--- src/rtl/seq_gen_pkg.sv ---
// Shared definitions for the serial pattern generate/detect blocks.
package seq_gen_pkg;

  typedef enum logic [1:0] {
    StIdle  = 2'd0,
    StShift = 2'd1,
    StGap   = 2'd2,
    StDone  = 2'd3
  } state_e;

  localparam int unsigned DefaultW   = 8;
  localparam int unsigned DefaultGap = 2;

endpackage

--- src/rtl/seq_gen_bitsel.sv ---
// Holds the latched pattern and the bit index; presents the bit that will be on dout next cycle.
module seq_gen_bitsel
  import seq_gen_pkg::*;
#(
  parameter int unsigned W = DefaultW,
  localparam int unsigned LW = $clog2(W + 1)
) (
  input  logic          clk,
  input  logic          rst_n,
  input  logic          load,
  input  logic [W-1:0]  load_data,
  input  logic [LW-1:0] load_len,
  input  logic          reload,
  input  logic          step,
  output logic          bit_next,
  output logic          last
);

  localparam int unsigned IW = $clog2(W);

  logic [W-1:0]  pat_q, pat_d;
  logic [LW-1:0] len_q, len_d;
  logic [LW-1:0] idx_q, idx_d;

  always_comb begin
    pat_d = pat_q;
    len_d = len_q;
    idx_d = idx_q;
    if (load) begin
      pat_d = load_data;
      len_d = load_len;
      idx_d = (load_len == '0) ? '0 : load_len - LW'(1);
    end else if (reload) begin
      idx_d = len_q - LW'(1);
    end else if (step) begin
      idx_d = idx_q - LW'(1);
    end
  end

  // Index is clamped below W, so the narrower slice never drops a set bit.
  assign bit_next = pat_d[idx_d[IW-1:0]];
  assign last     = (idx_q == '0);

  always_ff @(posedge clk) begin
    if (!rst_n) begin
      pat_q <= '0;
      len_q <= '0;
      idx_q <= '0;
    end else begin
      pat_q <= pat_d;
      len_q <= len_d;
      idx_q <= idx_d;
    end
  end

endmodule

--- src/rtl/seq_gen.sv ---
// Serial pattern transmitter: latches a word via valid/ready and shifts it out MSB-first,
// optionally repeating it with idle gaps.
module seq_gen
  import seq_gen_pkg::*;
#(
  parameter int unsigned W          = DefaultW,
  parameter int unsigned GAP        = DefaultGap,
  parameter logic        IDLE_LEVEL = 1'b0,
  localparam int unsigned LW = $clog2(W + 1)
) (
  input  logic          clk,
  input  logic          rst_n,
  input  logic          in_valid,
  output logic          in_ready,
  input  logic [W-1:0]  in_data,
  input  logic [LW-1:0] in_len,
  input  logic [3:0]    in_rep,
  output logic          dout,
  output logic          dout_valid,
  output logic          busy,
  output logic          done
);

  localparam int unsigned GW = (GAP > 1) ? $clog2(GAP) : 1;

  state_e        state_q, state_d;
  logic [3:0]    rep_q, rep_d;
  logic [GW-1:0] gap_q, gap_d;
  logic [LW-1:0] len_c;
  logic          xfer, load, reload, step, bit_next, last;
  logic          in_ready_d, dout_d, dout_valid_d, busy_d, done_d;

  assign xfer  = in_valid & in_ready;
  assign len_c = (in_len > LW'(W)) ? LW'(W) : in_len;

  seq_gen_bitsel #(
    .W (W)
  ) u_bitsel (
    .clk       (clk),
    .rst_n     (rst_n),
    .load      (load),
    .load_data (in_data),
    .load_len  (len_c),
    .reload    (reload),
    .step      (step),
    .bit_next  (bit_next),
    .last      (last)
  );

  always_ff @(posedge clk) begin
    if (!rst_n) begin
      state_q    <= StIdle;
      rep_q      <= '0;
      gap_q      <= '0;
      in_ready   <= 1'b0;
      dout       <= IDLE_LEVEL;
      dout_valid <= 1'b0;
      busy       <= 1'b0;
      done       <= 1'b0;
    end else begin
      state_q    <= state_d;
      rep_q      <= rep_d;
      gap_q      <= gap_d;
      in_ready   <= in_ready_d;
      dout       <= dout_d;
      dout_valid <= dout_valid_d;
      busy       <= busy_d;
      done       <= done_d;
    end
  end

  always_comb begin
    state_d = state_q;
    rep_d   = rep_q;
    gap_d   = gap_q;
    load    = 1'b0;
    reload  = 1'b0;
    step    = 1'b0;
    unique case (state_q)
      StIdle: begin
        if (xfer) begin
          load    = 1'b1;
          rep_d   = in_rep;
          state_d = (len_c == '0) ? StDone : StShift;
        end
      end
      StShift: begin
        if (!last) begin
          step = 1'b1;
        end else if (rep_q != 4'd0) begin
          rep_d = rep_q - 4'd1;
          if (GAP > 0) begin
            state_d = StGap;
            gap_d   = GW'(GAP - 1);
          end else begin
            reload = 1'b1;
          end
        end else begin
          state_d = StDone;
        end
      end
      StGap: begin
        if (gap_q == '0) begin
          state_d = StShift;
          reload  = 1'b1;
        end else begin
          gap_d = gap_q - GW'(1);
        end
      end
      StDone:  state_d = StIdle;
      default: state_d = StIdle;
    endcase
  end

  // Outputs are decoded from the next state so they line up with it once registered.
  always_comb begin
    dout_valid_d = (state_d == StShift);
    dout_d       = dout_valid_d ? bit_next : IDLE_LEVEL;
    busy_d       = (state_d == StShift) || (state_d == StGap);
    done_d       = (state_d == StDone);
    in_ready_d   = (state_d == StIdle);
  end

endmodule

--- config.mk ---
export PLATFORM = sky130hd
export DESIGN_NAME = seq_gen
export DESIGN_NICKNAME = d
export VERILOG_FILES = /design/src/rtl/seq_gen_pkg.sv /design/src/rtl/seq_gen_bitsel.sv /design/src/rtl/seq_gen.sv
export SDC_FILE = /design/constraint.sdc
export NUM_CORES = 1
export LEC_CHECK = 0
export CAP_MARGIN = 15
export CORE_MARGIN = 4
export CORE_UTILIZATION = 53
export CTS_CLUSTER_DIAMETER = 200
export DETAILED_ROUTE_END_ITERATION = 10
export PLACE_DENSITY = 0.78
export SYNTH_ARGS = -nofsm -noshare
export SYNTH_HDL_FRONTEND = slang
export SYNTH_SLANG_ARGS = --single-unit
--- constraint.sdc ---
create_clock -name clk -period 3.3 [get_ports clk]
set_clock_uncertainty 0.1 [all_clocks]
set_input_delay 0.66 -clock clk [delete_from_list [all_inputs] [get_ports clk]]
set_output_delay 0.66 -clock clk [all_outputs]
set_load 0.01 [all_outputs]
# ---- Word-level counts from Yosys, hierarchy flattened
# Index checks and enable logic that the tools add are counted.
dict set report op_classes {
  addsub 5
  order_cmp 2
  n_eq_ne 9
  n_mux 28
  bitwise 1
  reduce_logical 12
}
# operator n
set op_table {}
lappend op_table {{$mux W4} 8}
lappend op_table {{$sub A4 B1 Y4 const B} 4}
lappend op_table {{$mux W1} 11}
lappend op_table {{$eq A2 B2 Y1 const B} 4}
lappend op_table {{$logic_not A4 Y1} 2}
lappend op_table {{$mux W2} 4}
lappend op_table {{$mux W8} 1}
lappend op_table {{$pmux W2 S4} 1}
lappend op_table {{$pmux W4 S2} 1}
lappend op_table {{$ne A2 B2 Y1 const B} 3}
lappend op_table {{$eq A2 B1 Y1 const B} 2}
lappend op_table {{$gt A4 B4 Y1 const B} 1}
lappend op_table {{$logic_not A2 Y1} 2}
lappend op_table {{$lt A3 B4 Y1 const B} 1}
lappend op_table {{$reduce_and A4 Y1} 1}
lappend op_table {{$reduce_bool A2 Y1} 2}
lappend op_table {{$reduce_bool A4 Y1} 1}
lappend op_table {{$bmux W1 S3} 1}
lappend op_table {{$reduce_and A3 Y1} 1}
lappend op_table {{$reduce_bool A3 Y1} 1}
lappend op_table {{$pmux W1 S2} 1}
lappend op_table {{$reduce_and A2 Y1} 1}
lappend op_table {{$and A1 B1 Y1} 1}
lappend op_table {{$logic_or A1 B1 Y1} 1}
lappend op_table {{$sub A1 B1 Y1 const B} 1}
dict set report word_totals {
  reg_bits 28
  in_bits 19
  output_inout_bits 5
  word_cells 69
}

# ---- Longest topological paths before layout
dict set report logic_depth {
  ltp_word 8
  depth_mapped 12
  ltp_nobuf 11
}

# ---- Cells and area by module
# A second synthesis with hierarchy kept.
dict set report hier_totals {
  cells_unflattened 174
  hier_area_um2 1577.8
}
# mod instances cells_per_inst area_per_inst_um2 seq_area_each_um2
set modules_own_cells {}
lappend modules_own_cells {seq_gen_bitsel 1 102 933.4 320.3}
lappend modules_own_cells {seq_gen 1 72 644.4 240.2}

# ---- Least setup slack after synthesis
# Ideal clock, no wire load.
dict set report synth_timing {
  kind {in2reg}
  start {input in_len[3]}
  end {register dout}
  setup_ps 120
  t_arrival_ps 2571
  t_required_ps 3080
  slack_ps 510
  cell_stages 11
  path_buffers 1
  cell_sequence {clkbuf_1 nand2b_1 ha_1 nor3b_1 a22oi_1 o22ai_1 inv_1 ha_1 and2_1 nor2b_1 a211o_1}
}
dict set report synth_between {
  elab_chain_len 8
  elab_cells_between_ends 13
  cone_classes {1 x add/sub; 1 x order compare; 1 x eq/ne; 8 x mux; 2 x reduce/logical}
}
# element line_no
set synth_rtl {}
lappend synth_rtl {{from (decl)} seq_gen.sv:16} ;# input logic [LW-1:0] in_len,
lappend synth_rtl {{$gt A4 B4 Y1} seq_gen.sv:34} ;# assign len_c = (in_len > LW'(W)) ? LW'(W) : in_len;
lappend synth_rtl {{$mux W4 *} seq_gen.sv:34}
lappend synth_rtl {{$logic_not A4 Y1 *} seq_gen.sv:84} ;# state_d = (len_c == '0) ? StDone : StShift;
lappend synth_rtl {{$mux W2 *} seq_gen.sv:84}
lappend synth_rtl {{$mux W2 *} seq_gen.sv:81} ;# if (xfer) begin
lappend synth_rtl {{$pmux W2 S4 *} seq_gen.sv:79} ;# unique case (state_q)
lappend synth_rtl {{via state_d[1]} seq_gen.sv:26} ;# state_e state_q, state_d;
lappend synth_rtl {{$eq A2 B1 Y1 *} seq_gen.sv:117} ;# dout_valid_d = (state_d == StShift);
lappend synth_rtl {{via dout_valid_d} seq_gen.sv:31} ;# logic in_ready_d, dout_d, dout_valid_d, busy_d, done_d;
lappend synth_rtl {{$reduce_and A2 Y1 (no source line) *} n/a}
lappend synth_rtl {{to (signal assigned)} seq_gen.sv:65} ;# dout <= dout_d;
lappend synth_rtl {{to (decl)} seq_gen.sv:18} ;# output logic dout,
# Mark *: on every way through the listed nets, which the timed path passes. The rest lies on a longest branch. The select of a mux whose other input is x is not followed.
# A chain may end at the register's enable or synchronous reset.

# ---- Worst setup path after layout
# Ends and elaborated chain as after synthesis.

==> flow_metrics.tcl <==
set metrics [dict create \
    outcome "finished, final reports clean" \
    dr_total_vias 1511 \
    min_path_type "flip-flop to flip-flop" \
    cp_top_family "simple AND/OR/NAND/NOR gates" \
    die_h_microns 63.6 \
    syn_inst 203 \
    dp_slack_ns 0.0693 \
    worst_pin_slew_ns 0.785 \
    grt_max_degree 27 \
    routedWlPerCell_microns 14.5 \
    io_pins 24 \
    finalCritPeriodShare 0.884 \
    post-route-util 0.693 \
    port_buffers 23 \
    drcViolationCount 0 \
    register_area_sq_um 561 \
    ctsResizeCount 0 \
    diodes 0 \
    gp_congestion 0.926 \
    multi_input_area_sq_um 988 \
    synth-edff-count 0 \
    fill_cells 265 \
    placed_cell_area_sq_um 1920 \
    yosysMostFrequentCell "dfxtp_1" \
    worstRegToRegCells 9 \
    post-dp-hpwl_mm 2.82 \
    top_layer "met4" \
    drt_first_pass_iters 5 \
    drtAntennaViolNets 0 \
    die_w_microns 63.6 \
    cts.sinks 28 \
    hold-path-endpoint "u_bitsel.pat_q[0]" \
    clock_latency_ns 0.34 \
    whs_path_depth 2 \
    cp-start-kind "input port" \
    syn-num-nets 230 \
    numCtsBuffers 3 \
    drive_above_1_share 0.0833 \
    htree_levels 1 \
    crit_arrival_ns 3.06 \
    worst-path-buf-inv 2 \
    synth_area_sq_um 1640 \
    ys_top_cells_by_count "28 x dfxtp_1, 27 x nand2_1, 14 x nor2_1, 12 x inv_1, 11 x a21oi_1" \
    min_period_ns 2.92 \
    crit_type "input port to flip-flop" \
    p_per_area_nw_per_um2 783 \
    syn2layout_area_growth_pct 20.5 \
    required_ns 3.45 \
    hold_viol_final 0 \
    drt_first_iter_violations 88 \
    ctsHoldBuffers 0 \
    ys_ff_latch 28 \
    drt-met1-wl_mm 1.64 \
    start_util 0.575 \
    via_per_inst 5.83 \
    antenna_found_initial 0 \
    reg2reg_from "state_q[1]" \
    wl_met3_microns 161 \
    drv_slew 0 \
    async_flop_share 0 \
    nets 256 \
    setup_tns_ns 0 \
    grt-ovfl-total 0 \
    cpMostUsedCell "ha_1" \
    clockBufferDepth 2 \
    cts_tree "yes" \
    rows 19 \
    crit_path_top_delay_cell "clkdlybuf4s50_1" \
    synth_area_leaders "dfxtp_1 34%, nand2_1 6.2%, ha_1 6.1%, a21boi_0 4.1%, a21oi_1 3.4%" \
    post_cts_buffers 0 \
    worst-path-stages 11 \
    slew_headroom 0.472 \
    die_area_sq_um 4050 \
    path_cells "clkdlybuf4s50_1 -> nand2b_1 -> ha_1 -> nor3b_1 -> a22oi_1 -> o22ai_1 -> inv_1 -> ha_1 -> and2_1 -> nor2b_1 -> a211o_1" \
    synth_ff_type "dfxtp_1" \
    max_stage_delay_ns 0.52 \
    ys_seq_area_frac 0.342 \
    grt_usage 0.194 \
    r2r_end "dout" \
    setup_ws_ns 0.383 \
    r2r_slack_ns 0.45 \
    routed_wl_mm 3.75 \
    fin_area_sq_um 1980 \
    grt_pass1_wl_mm 6.47 \
    path_clk_slew_ns 0.15 \
    maxCapViolations 0 \
    core_area_sq_um 2850 \
    final-setup-viol-count 0 \
    power_leakage_uw 0.000744 \
    yosys_warnings 0 \
    worstHoldStart "u_bitsel.pat_q[0]" \
    synth.distinct_cells 46 \
    rsz0062_at_grt "no" \
    synth_top_cell_by_area "dfxtp_1" \
    avgSynthCellArea_sq_um 8.07 \
    cts-root-buf "clkbuf_4" \
    crit_path_end_kind "flip-flop" \
    yosysTopAreaCellShare 0.342 \
    wl_met2_mm 1.94 \
    grt_pass1_vias 1511 \
    max_freq_mhz 343 \
    cp_max_fo 4 \
    vdd_ir_drop_max_v 0.000540 \
]
## power by group
group	internal, uW	switching [uW]
combinational	376	428
sequential	423	92.1
clock	123	105
## flip-flops by register name (all words and copies together) (netlist names), 2 cells and up
name,count
u_bitsel.len_q,4
u_bitsel.pat_q,8
u_bitsel.idx_q,4
state_q,2
rep_q,4
## cell type report
type,count,share of cell area
flip-flops and latches,28,0.284
well taps,31,0.0196
inverters,12,0.0228
clock inverters,1,0.0152
repair buffers,31,0.147
clock buffers,3,0.0114
multi-input cells,153,0.500
## worst register-to-register path, stage by stage, from the launching register on
cell and delay [ns]:
dfxtp_1 0.60, inv_1 0.18, nor3_1 0.64, nor2_1 0.10, o21ai_0 0.21, ha_1 0.22
and2_1 0.18, nand2_1 0.06, a2111oi_0 0.37, a211o_1 0.14
## logic make-up after synthesis
logic type / count (synthesis) / share of synthesized area
simple gates: 81 / 0.257
compound gates: 55 / 0.231
flops: 28 / 0.342
buf+inv: 22 / 0.0550
fa+ha+maj: 8 / 0.0611
mux: 6 / 0.0382
xor+xnor: 3 / 0.0160
## per-layer routing
| layer | up-vias | global-route usage |
|---|---|---|
| li1 | 762 | - |
| met1 | 714 | 0.238 |
| met2 | 33 | 0.335 |
| met3 | 2 | 0.0462 |
| met4 | 0 | 0.0566 |
| met5 | - | 0 |
## how the worst max path moves through the flow
stage	from	end	slack (ns)
after floorplan	in_len[3]	dout	0.51
after global placement	in_len[3]	dout	0.14
after detailed placement	in_len[3]	dout	0.07
after CTS	in_len[3]	dout	0.41
after global routing	state_q[1]	dout	0.04
final	in_len[3]	dout	0.38
## through the flow
stage          total power [uW]  hold WS (ns)  cells
6_report                   1550         0.378    259
5_1_grt                    1680         0.413    259
4_1_cts                    1550         0.384    259
3_5_place_dp               1310         0.364    255
3_3_place_gp               1290         0.351    255
2_1_floorplan              1080         0.343    203
## cells in the final DEF, fill, tap and decap left out, types with 2 or more instances in the layout
master / netlist / routed
ha_1: 8 / 8
nand3b_1: 2 / 2
a31oi_1: 2 / 2
a221oi_1: 3 / 3
mux2i_1: 4 / 4
a211oi_1: 3 / 3
a21boi_0: 9 / 9
or4_1: 2 / 2
nor3_1: 5 / 5
nor2b_1: 8 / 8
clkdlybuf4s50_1: 0 / 23
a22oi_1: 4 / 4
nor3b_1: 2 / 2
buf_4: 1 / 8
and2_1: 8 / 8
mux2_2: 2 / 2
a221o_1: 2 / 2
clkbuf_4: 0 / 3
a21oi_1: 11 / 11
xnor2_1: 2 / 2
inv_1: 12 / 12
a22o_1: 2 / 2
nor2_1: 14 / 14
nand2_1: 27 / 27
o21ai_0: 9 / 9
nand2b_1: 4 / 4
dfxtp_1: 28 / 28
o22ai_1: 2 / 2
(Power assumes the default switching activity.)
